**src/rtl/channel_level_ctrl.sv**
```systemverilog
// channel_level_ctrl: two independent saturating level registers driven by
// up/down requests, with press detection, hold delay and auto-repeat.
// Each channel emits a one-cycle step pulse when its level moves and a
// one-cycle sat pulse when a step is blocked at a bound.
module channel_level_ctrl #(
  parameter int W             = 4,
  parameter int MAX_LEVEL     = 15,
  parameter int INIT_LEVEL    = 0,
  parameter int HOLD_CYCLES   = 8,
  parameter int REPEAT_CYCLES = 4
) (
  input  logic         Clk,
  input  logic         Reset,
  input  logic         Ch1_up,
  input  logic         Ch1_down,
  input  logic         Ch2_up,
  input  logic         Ch2_down,
  output logic [W-1:0] Ch1_level,
  output logic [W-1:0] Ch2_level,
  output logic         Ch1_step,
  output logic         Ch2_step,
  output logic         Ch1_sat,
  output logic         Ch2_sat
);

  localparam int CNT_MAX = (HOLD_CYCLES > REPEAT_CYCLES) ? HOLD_CYCLES : REPEAT_CYCLES;
  localparam int CNT_W   = $clog2(CNT_MAX + 1);

  typedef enum logic [1:0] {
    ST_IDLE   = 2'd0,
    ST_HOLD   = 2'd1,
    ST_REPEAT = 2'd2
  } state_t;

  // Bit order of the request vector: {Ch2_down, Ch2_up, Ch1_down, Ch1_up}
  logic [3:0]     r_sync1;
  logic [3:0]     r_sync2;
  logic [2*W-1:0] w_level_all;
  logic [1:0]     w_step_all;
  logic [1:0]     w_sat_all;

  // Two-flop synchronizer for the four asynchronous request inputs
  always_ff @(posedge Clk or negedge Reset) begin
    if (!Reset) begin
      r_sync1 <= 4'b0000;
      r_sync2 <= 4'b0000;
    end else begin
      r_sync1 <= {Ch2_down, Ch2_up, Ch1_down, Ch1_up};
      r_sync2 <= r_sync1;
    end
  end

  for (genvar g = 0; g < 2; g++) begin : g_ch
    logic           w_req_up;
    logic           w_req_dn;
    logic           w_held;
    state_t         r_state;
    state_t         w_state_nxt;
    logic [CNT_W-1:0] r_cnt;
    logic [CNT_W-1:0] w_cnt_nxt;
    logic           r_dir;      // 1'b0 = up, 1'b1 = down
    logic           w_dir_nxt;
    logic           w_do_step;
    logic           w_step_dir;
    logic [W-1:0]   r_level;
    logic [W-1:0]   w_level_nxt;
    logic           r_step;
    logic           w_step_nxt;
    logic           r_sat;
    logic           w_sat_nxt;

    // Conflicting requests (both high) cancel out to no request
    assign w_req_up = r_sync2[2*g]   & ~r_sync2[2*g+1];
    assign w_req_dn = r_sync2[2*g+1] & ~r_sync2[2*g];
    // Request for the latched direction still present
    assign w_held   = r_dir ? w_req_dn : w_req_up;

    // Press / hold / auto-repeat sequencing
    always_comb begin
      w_state_nxt = r_state;
      w_cnt_nxt   = r_cnt;
      w_dir_nxt   = r_dir;
      w_do_step   = 1'b0;
      w_step_dir  = r_dir;
      case (r_state)
        ST_IDLE: begin
          if (w_req_up || w_req_dn) begin
            w_do_step   = 1'b1;
            w_step_dir  = w_req_dn;
            w_dir_nxt   = w_req_dn;
            w_cnt_nxt   = CNT_W'(HOLD_CYCLES - 1);
            w_state_nxt = ST_HOLD;
          end else begin
            w_state_nxt = ST_IDLE;
          end
        end
        ST_HOLD, ST_REPEAT: begin
          if (!w_held) begin
            w_cnt_nxt   = '0;
            w_state_nxt = ST_IDLE;
          end else if (r_cnt == '0) begin
            w_do_step   = 1'b1;
            w_cnt_nxt   = CNT_W'(REPEAT_CYCLES - 1);
            w_state_nxt = ST_REPEAT;
          end else begin
            w_cnt_nxt   = r_cnt - CNT_W'(1);
          end
        end
        default: begin
          w_cnt_nxt   = '0;
          w_state_nxt = ST_IDLE;
        end
      endcase
    end

    // Saturating step application; a blocked step becomes a sat pulse
    always_comb begin
      w_level_nxt = r_level;
      w_step_nxt  = 1'b0;
      w_sat_nxt   = 1'b0;
      if (w_do_step) begin
        if (!w_step_dir) begin
          if (r_level < W'(MAX_LEVEL)) begin
            w_level_nxt = r_level + W'(1);
            w_step_nxt  = 1'b1;
          end else begin
            w_sat_nxt   = 1'b1;
          end
        end else begin
          if (r_level != '0) begin
            w_level_nxt = r_level - W'(1);
            w_step_nxt  = 1'b1;
          end else begin
            w_sat_nxt   = 1'b1;
          end
        end
      end else begin
        w_level_nxt = r_level;
      end
    end

    // Channel state, level and pulse registers
    always_ff @(posedge Clk or negedge Reset) begin
      if (!Reset) begin
        r_state <= ST_IDLE;
        r_cnt   <= '0;
        r_dir   <= 1'b0;
        r_level <= W'(INIT_LEVEL);
        r_step  <= 1'b0;
        r_sat   <= 1'b0;
      end else begin
        r_state <= w_state_nxt;
        r_cnt   <= w_cnt_nxt;
        r_dir   <= w_dir_nxt;
        r_level <= w_level_nxt;
        r_step  <= w_step_nxt;
        r_sat   <= w_sat_nxt;
      end
    end

    assign w_level_all[g*W +: W] = r_level;
    assign w_step_all[g]         = r_step;
    assign w_sat_all[g]          = r_sat;
  end

  assign Ch1_level = w_level_all[W-1:0];
  assign Ch2_level = w_level_all[2*W-1:W];
  assign Ch1_step  = w_step_all[0];
  assign Ch2_step  = w_step_all[1];
  assign Ch1_sat   = w_sat_all[0];
  assign Ch2_sat   = w_sat_all[1];

endmodule

```
**config.mk**
```make
export PLATFORM = sky130hd
export DESIGN_NAME = channel_level_ctrl
export DESIGN_NICKNAME = d
export VERILOG_FILES = /design/src/rtl/channel_level_ctrl.sv
export SDC_FILE = /design/constraint.sdc
export NUM_CORES = 1
export LEC_CHECK = 0
export ABC_CLOCK_PERIOD_IN_PS = 2200
export CAP_MARGIN = 25
export CORE_MARGIN = 10
export CORE_UTILIZATION = 51
export DETAILED_ROUTE_END_ITERATION = 10
export HOLD_SLACK_MARGIN = 0.06
export PLACE_DENSITY = 0.75
export SETUP_SLACK_MARGIN = 0.2
export SYNTH_ARGS = -nofsm -noshare
export SYNTH_HDL_FRONTEND = slang
export SYNTH_SLANG_ARGS = --single-unit
export TNS_END_PERCENT = 20
```
**constraint.sdc**
```tcl
create_clock -name Clk -period 2.2 [get_ports Clk]
set_input_delay 0.55 -clock Clk [delete_from_list [all_inputs] [get_ports Clk]]
set_output_delay 0.55 -clock Clk [all_outputs]
set_load 0.03 [all_outputs]
```
======== Word level (Yosys, flattened, before mapping) ========
Index checks and enable logic that the tools add are counted.
Widths: inputs -> output; s select.
word-level totals
  flip-flop bits (word level) ............. 34
cells by class
  reduce and logical (&&, ||, !) cells .... 14
  bitwise operators ....................... 8
  $add $sub $neg .......................... 6
  order comparisons ....................... 2
  multiplexer cells ....................... 52
  equality and inequality tests ........... 10
operators with widths
  kind                 count
  $mux 4               12
  $mux 1               30
  $pmux 4 s2           2
  $sub 4x1->4 const B  4
  $add 4x1->4 const B  2
  $logic_not 4->1      2
  $lt 4x4->1 const B   2
  $mux 2               4
  $pmux 2 s2           2
  $reduce_bool 4->1    2
  $ne 3x3->1 const B   2
  $reduce_and 3->1     2
  $and 1x1->1          4
  $eq 2x1->1 const B   2
  $eq 2x2->1 const B   2
  $logic_not 2->1      2
  $ne 2x1->1 const B   2
  $ne 2x2->1 const B   2
  $not 1->1            4
  $pmux 1 s2           2
  $reduce_bool 2->1    2
  $reduce_or 2->1      2
  $logic_or 1x1->1     2

======== Depth between registers and ports, before layout ========
Gate-level depths: netlist of run 1.
  word-level depth ........................ 7
  depth in mapped cells ................... 10

======== Least setup slack after synthesis of run 1 ========
OpenSTA, ideal clock, no wires.
  path kind ............................... reg2reg
  start point ............................. register r_sync2[3]
  end point ............................... register g_ch[1].r_level[3] (netlist: Ch2_level[3])
  library setup time ...................... 0.080 ns
  path buffers ............................ 0
  period minus slack after synthesis ...... 2.409 ns
  arrival ................................. 2.328 ns
  path slack .............................. -0.209 ns
  stages on the path, launching flop included .. 10
  cells stage by stage .................... dfrtp_1 -> ha_1 -> nand2b_4 -> mux2i_4 -> inv_1 -> ha_1 -> o211ai_1 -> and3_1 -> a2111oi_2 -> xor2_1
between the ends
  cells in the longest elaborated chain, start to end .. 7
  elaborated cells on any way between the ends .. 14
ends and longest elaborated chain
  what                                                                     line  source
  start: declaration                                                       37    logic [3:0] r_sync2;
  start signal: assignment                                                 49    r_sync2 <= r_sync1;
  $not 1->1                                                                73    assign w_req_up = r_sync2[2*g] & ~r_sync2[2*g+1];
  $and 1x1->1                                                              73
  $logic_or 1x1->1                                                         87    if (w_req_up || w_req_dn) begin
  $mux 1                                                                   -
  $mux 1                                                                   85    case (r_state)
  $ne 2x1->1 (no source line) / $reduce_bool 2->1 (equally long branches)  -
  $reduce_and 3->1 (no source line)                                        -
  end signal: assignment                                                   148   r_level <= W'(INIT_LEVEL);
  end signal: assignment                                                   155   r_level <= w_level_nxt;
  end: declaration                                                         65    logic [W-1:0] r_level;
Parallel ways exist; a longest one is shown, timed or not.
A chain may end at the register's enable or synchronous reset.

======== Worst setup path in the final report of run 1 ========
Ends and elaborated chain as after synthesis.

==> qor.csv, run 1 <==
stage,metric,value,unit
place,place_inst,258,
power_and_ir_drop,switching_share,41.8,%
worst_hold_path,worst_hold_path_type,flop to flop,
worst_hold_path,hold_start,r_sync1[1],
sta,fin_ws,-0.00230,ns
synth,synth_ff_type,dfrtp_1,
finish,instances_no_fill,275,
drt,drt_iter0_drc,57,
power_and_ir_drop,power,3.34,mW
worst_setup_path,cp.arrival,2.41,ns
worst_setup_path,start_kind,flop,
sta,relSlewSlack,54.8,%
global_routing,antenna_found_initial,0,
status,outcome,finished with violations,
global_routing,grt_pass1_vias,1550,
floorplanning,num_rows,22,
sta,fin_skew,0.00387,ns
finish,mostFrequentLayoutCell,dfrtp_1,
cts,htreeDepth,2,
finish,nets,250,
worst_setup_path,crit_required,2.41,ns
worst_setup_path,path_common_cell,ha_4,
place,dp_hpwl,2.73,mm
finish,n_antenna_cell,0,
cts,clock_latency,0.29,ns
cts,cts_sinks,34,
synth,synth.avg_cell_area,10.5,sq um
drt,drc,0,
floorplanning,dieWidth,81.7,um
power_and_ir_drop,pwr-share-clk,13.8,%
sta,slew_viol_final,0,
sta,hold_viol_final,0,
power_and_ir_drop,irDropWorstVdd,0.000555,V
sta,tightest_slew,0.672,ns
cts,clockBufferDepth,2,
finish,syn_to_final_growth,30.8,%
sta,setup_violations,1,
cts,ctsHoldBuffers,0,
worst_setup_path,path_class,flop to flop,
place,gp_congestion,0.843,
finish,final_cell_mix,"dfrtp_1, buf_4, inv_1",
floorplanning,start_util,53.0,%
power_and_ir_drop,power.leakage,1.18,nW
synth,ys_warn_count,0,
floorplanning,io_pins,18,
floorplanning,dieArea,6680,sq um
synth,synth_edf_count,0,
cts,cts_tree,done,
power_and_ir_drop,power_frac_seq,31.5,%
sta,fmaxAchievable,454,MHz
power_and_ir_drop,combPwrFrac,54.7,%
synth,synthArstFlopShare,100,%
status,violations,negative setup slack,
synth,synthDistinctLibCells,52,
place,io_buffer_count,17,
worst_setup_path,crit_start,r_sync2[3],
drt,routed_wl,4.02,mm
worst_setup_path,slowest_delay,0.42,ns
drt,drt_first_pass_iters,4,
global_routing,grt_max_degree,35,
cts,cts_made_buffers,5,
global_routing,globalRoute.totalOverflow,0,
worst_setup_path,path_buf_inv,1,
floorplanning,core_region_area,3660,sq um
power_and_ir_drop,power_density,1320,nW/um^2
synth,synthesis.area,1940,sq um
synth,syn_inst,185,
job,cap_viol_max_count,0,
sta,fin_tns_setup,-0.00230,ns
power_and_ir_drop,p_sw,1.40,mW
drt,vias,1484,
worst_setup_path,cp_top_family,adder cells,
power_and_ir_drop,power.internal,1.94,mW
global_routing,track_usage,13.0,%
floorplanning,die_h,81.7,um
worst_setup_path,slowest_stage,dfrtp_1,
sta,rsz0062_at_grt,true,
drt,wl_per_cell,14.6,um
finish,drive_gt1_share,28.2,%
worst_setup_path,worstSetupEndpointType,flop,
worst_setup_path,timing.rr.start,r_sync2[3],
synth,yosysSeqAreaShare,43.8,%
sta,fin_crit,2.20,ns
finish,post-route-util,69.4,%
drt,avgViaCountPerCell,5.40,
synth,synth-seq-cells,34,
synth,syn-num-nets,209,
global_routing,grt_pass1_wl,6.86,mm
cts,clockRootBuffer,clkbuf_8,
sta,period_share,100,%
cts,clk_pin_slew,0.07,ns
drt,postRouteAntennaNets,0,
worst_setup_path,cp_max_fo,3,
worst_setup_path,crit_chain,"ha_4, nand2b_4, mux2i_4, inv_2, ha_4, o211ai_1, and3_4, a2111oi_4, xor2_1",
[timing repair]
action,in CTS,in global routing
pin swaps,12,15
gates resized for setup,5,22
buffers inserted,8,1
endpoints found under the setup margin,12,14
[state kept, by name, indices dropped and copies added, names as in the netlist, 2 cells and up]
| register | flops |
|---|---|
| r_sync1 | 4 |
| g_ch.r_cnt | 8 |
| Ch1_level | 4 |
| g_ch.r_dir | 2 |
| r_sync2 | 4 |
| Ch2_level | 4 |
| g_ch.r_state | 4 |
[power by group through the flow]
stage / Combinational [mW] / Clock, mW / Sequential [mW]
after global routing: 1.99 / 0.501 / 1.10
after floorplan: 0.957 / 0 / 1.16
after global placement: 1.50 / 0 / 1.03
after detailed placement: 1.58 / 0 / 1.04
final: 1.83 / 0.460 / 1.05
after CTS: 1.66 / 0.471 / 1.04
[worst paths after layout]
kind,to,slack (ns),depth (start not counted)
max,Ch2_level[3],-0.002,9
min,r_sync2[1],0.35,0
max reg2reg,Ch2_level[3],-0.002,9
min reg2reg,r_sync2[1],0.35,0
max in group asynchronous,g_ch[1].r_cnt[0],1.24,2
min in group asynchronous,Ch2_step,0.65,2
[routing by layer]
metal	vias up	global-route usage (%)	part of all wire, %
met5	-	0	0
met4	0	6.12	2.1
met3	8	4.69	5.6
met2	42	22.1	50
met1	707	14.2	43
li1	727	-	-
[logic make-up after synthesis]
logic type               share of synthesized area, %
AO/OA/AOI/OAI                                    15.4
XOR/XNOR                                         3.61
adder cells (fa/ha/maj)                          11.6
buffers and inverters                            4.70
flip-flops                                       43.8
multiplexers                                     6.19
AND/OR/NAND/NOR                                  14.7
[synthesized netlist by cell type, types with 2 or more instances]
library cell | number | area (sq um)
mux2i_1 | 2 | 20.0
xnor2_1 | 5 | 43.8
mux2_4 | 2 | 30.0
a21oi_1 | 5 | 25.0
nand2_1 | 12 | 45.0
o211ai_1 | 2 | 15.0
o31a_1 | 2 | 17.5
o21ai_0 | 11 | 55.1
mux2_2 | 3 | 33.8
nor3b_1 | 3 | 22.5
a21oi_2 | 2 | 17.5
or2_2 | 2 | 12.5
nand2b_1 | 3 | 18.8
dfrtp_1 | 34 | 851
ha_1 | 18 | 225
o22ai_1 | 2 | 12.5
a211oi_1 | 6 | 45.0
nand4_1 | 2 | 12.5
nor2b_1 | 2 | 12.5
a22o_1 | 3 | 26.3
inv_1 | 17 | 63.8
nor2_1 | 12 | 45.0
clkbuf_1 | 2 | 7.51
xor2_1 | 3 | 26.3
or3_1 | 2 | 12.5
nor3_1 | 2 | 10.0
[layout make-up]
| class | count | area (sq um) |
|---|---|---|
| clock buffer | 5 | 68.8 |
| clock inverter | 3 | 21.3 |
| fill | 261 | 1120 |
| inverter | 18 | 67.6 |
| multi-input combinational | 129 | 1120 |
| sequential | 34 | 851 |
| tap | 48 | 60.1 |
| timing repair buffer | 38 | 347 |
[metrics by stage]
| stage | instance area [sq um] | hold slack [ns] | setup WS [ns] |
|---|---|---|---|
| floorplan | 1970 | 0.254 | 0.0148 |
| global placement | 2260 | 0.335 | 0.0660 |
| detailed placement | 2260 | 0.336 | -0.0474 |
| CTS | 2440 | 0.352 | 0.0181 |
| global route | 2540 | 0.361 | -0.109 |
| finish | 2540 | 0.350 | -0.00230 |
Note: power is estimated with default switching activity, not from simulation.
==> inputs of run 2 (changes only) <==
Settings changed: ABC_CLOCK_PERIOD_IN_PS 2200 to 2300, CORE_UTILIZATION 51 to 55, HOLD_SLACK_MARGIN 0.06 to 0.02, PLACE_DENSITY 0.75 to 0.77.
Clock period 2.2 ns to 2.3 ns, I/O delays scaled along.
==> qor.csv, run 2 (same netlist as run 1, synthesis figures left out) <==
stage,metric,value,unit,change
cts,clock_latency,0.34,ns,was 0.29 ns
finish,largest_reg_flops,8,,unchanged
cts,cts_made_buffers,5,,unchanged
finish,final_area,2480,sq um,was 2540 sq um
sta,slew_viol_final,0,,unchanged
floorplanning,dieArea,6310,sq um,was 6680 sq um
global_routing,globalRoute.totalOverflow,0,,unchanged
drt,vias,1511,,was 1484
cts,cts_sinks,34,,unchanged
sta,fin_skew,0.00799,ns,was 0.00387 ns
drt,drc,0,,unchanged
cts,clockBufferDepth,2,,unchanged
sta,fin_crit,2.18,ns,was 2.20 ns
worst_setup_path,crit_chain,"ha_4, nand2b_4, mux2i_4, inv_2, ha_4, o211ai_1, and3_4, a2111oi_4, xor2_1",,unchanged
global_routing,grt_pass1_vias,1485,,was 1550
global_routing,track_usage,13.3,%,was 13.0%
finish,n_fill_cell,249,,was 261
job,cap_viol_max_count,0,,unchanged
worst_setup_path,crit_required,2.57,ns,was 2.41 ns
worst_setup_path,rrSetupSlack,0.12,ns,was -0.002 ns
sta,setup_violations,0,,was 1
finish,mostFrequentLayoutCell,dfrtp_1,,unchanged
power_and_ir_drop,irDropWorstVdd,0.000563,V,was 0.000555 V
worst_setup_path,slowest_stage,dfrtp_1,,unchanged
finish,post-route-util,73.9,%,was 69.4%
finish,n_antenna_cell,0,,unchanged
floorplanning,io_pins,18,,unchanged
finish,top_register,g_ch.r_cnt,,unchanged
finish,seqCellArea,851,sq um,unchanged
sta,hold_viol_final,0,,unchanged
global_routing,grt.busiest_layer,met2,,unchanged
status,outcome,finished clean,,was finished with violations
worst_setup_path,slowest_delay,0.43,ns,was 0.42 ns
global_routing,grt_max_degree,35,,unchanged
global_routing,grt_pass1_wl,6.77,mm,was 6.86 mm
floorplanning,num_rows,21,,was 22
sta,fin_ws,0.115,ns,was -0.00230 ns
cts,clockRootBuffer,clkbuf_4,,was clkbuf_8
drt,routed_wl,4.07,mm,was 4.02 mm
place,dp_hpwl,2.78,mm,was 2.73 mm
cts,cts_tree,done,,unchanged
power_and_ir_drop,power_density,1240,nW/um^2,was 1320 nW/um^2
place,io_buffer_count,17,,unchanged
cts,clk_pin_slew,0.11,ns,was 0.07 ns
worst_setup_path,start_kind,flop,,unchanged
floorplanning,start_util,57.7,%,was 53.0%
global_routing,gr-usage-met3,4.84,%,was 4.69%
worst_setup_path,cp.arrival,2.46,ns,was 2.41 ns
global_routing,gr-usage-met1,15.1,%,was 14.2%
worst_hold_path,worst_hold_path_type,flop to flop,,unchanged
worst_setup_path,path_class,flop to flop,,unchanged
worst_setup_path,path_common_cell,ha_4,,unchanged
worst_setup_path,r2r_end,Ch2_level[3],,unchanged
worst_setup_path,worstSetupEndpointType,flop,,unchanged
finish,multiInputGateArea,1110,sq um,was 1120 sq um
global_routing,gr-usage-met2,21.7,%,was 22.1%
drt,postRouteAntennaNets,0,,unchanged
floorplanning,dieWidth,79.4,um,was 81.7 um
global_routing,antenna_found_initial,0,,unchanged
floorplanning,core_region_area,3360,sq um,was 3660 sq um
floorplanning,die_h,79.4,um,was 81.7 um
finish,drive_gt1_share,26.7,%,was 28.2%
drt,drt_iter0_drc,93,,was 57
sta,rsz0062_at_grt,true,,unchanged
cts,htreeDepth,2,,unchanged
worst_hold_path,holdPathStages,0,,unchanged
worst_hold_path,hold_start,r_sync1[2],,was r_sync1[1]
drt,avgViaCountPerCell,5.58,,was 5.40
sta,period_share,95.0,%,was 100%
worst_setup_path,cp_max_fo,5,,was 3
sta,tightest_slew,0.623,ns,was 0.672 ns
worst_setup_path,timing.rr.start,r_sync2[3],,unchanged
worst_hold_path,min_to,r_sync2[2],,was r_sync2[1]
place,dp_slack,-0.0106,ns,was -0.0474 ns
finish,syn_to_final_growth,28.0,%,was 30.8%
worst_setup_path,worst-r2r-cell-count,9,,unchanged
place,dpl-instance-area,2250,sq um,was 2260 sq um
sta,relSlewSlack,58.1,%,was 54.8%
sta,fmaxAchievable,458,MHz,was 454 MHz
place,gp_congestion,0.860,,was 0.843
finish,final_cell_mix,"dfrtp_1, buf_4, inv_1",,unchanged
power_and_ir_drop,power.leakage,1.15,nW,was 1.18 nW
finish,nets,248,,was 250
drt,drt_first_pass_iters,4,,unchanged
drt,wl_per_cell,15.0,um,was 14.6 um
run 2: stage by stage:
stage	power, mW	instances	setup TNS, ns	hold WS (ns)
4_1_cts	2.89	267	0	0.359
3_3_place_gp	2.40	254	0	0.335
5_1_grt	3.29	271	-0.0434	0.365
2_1_floorplan	2.02	185	0	0.279
6_report	3.07	271	0	0.356
3_5_place_dp	2.49	254	-0.0106	0.335
run 2: cell type report:
class                      instances  area share (%)
multi-input combinational        129            44.8
sequential                        34            34.2
timing repair buffer              36            13.3
inverter                          18            2.72
tap                               46            2.32
clock buffer                       6            2.06
clock inverter                     2           0.504
run 2: per-layer routing:
layer / part of all wire, % / wire, um
met5: 0 / 0
met4: 1.9 / 76
met3: 4.9 / 198
met2: 50 / 2020
met1: 44 / 1780
run 2: critical path: cells and delay by family (launching register included):
| family | cells | cell delay (ns) |
|---|---|---|
| multiplexers | 1 | 0.25 |
| AND/OR/NAND/NOR | 2 | 0.35 |
| flip-flops | 1 | 0.43 |
| AO/OA/AOI/OAI | 2 | 0.28 |
| buffers and inverters | 1 | 0.07 |
| XOR/XNOR | 1 | 0.17 |
| adder cells (fa/ha/maj) | 2 | 0.56 |
run 2: worst max-delay path by stage:
| stage | slack, ns | start | cells after the start | end |
|---|---|---|---|---|
| final | 0.12 | r_sync2[3] | 9 | Ch2_level[3] |
| after global routing | -0.03 | r_sync2[2] | 10 | Ch2_level[3] |
| after floorplan | 0.11 | r_sync2[3] | 9 | Ch2_level[3] |
| after detailed placement | -0.01 | r_sync2[2] | 10 | Ch2_level[3] |
| after CTS | 0.08 | r_sync2[2] | 10 | Ch2_level[3] |
| after global placement | 0.07 | r_sync2[3] | 9 | Ch2_level[3] |
run 2: power by group:
| group | internal (mW) | switching (mW) |
|---|---|---|
| registers | 0.772 | 0.234 |
| clock network | 0.147 | 0.209 |
| logic | 0.841 | 0.869 |
run 2: timing repair:
item	CTS	global route
hold buffers	0	0
gates resized for setup	3	21
endpoints found under the setup margin	11	14
pin swaps	2	10
buffers inserted	5	4
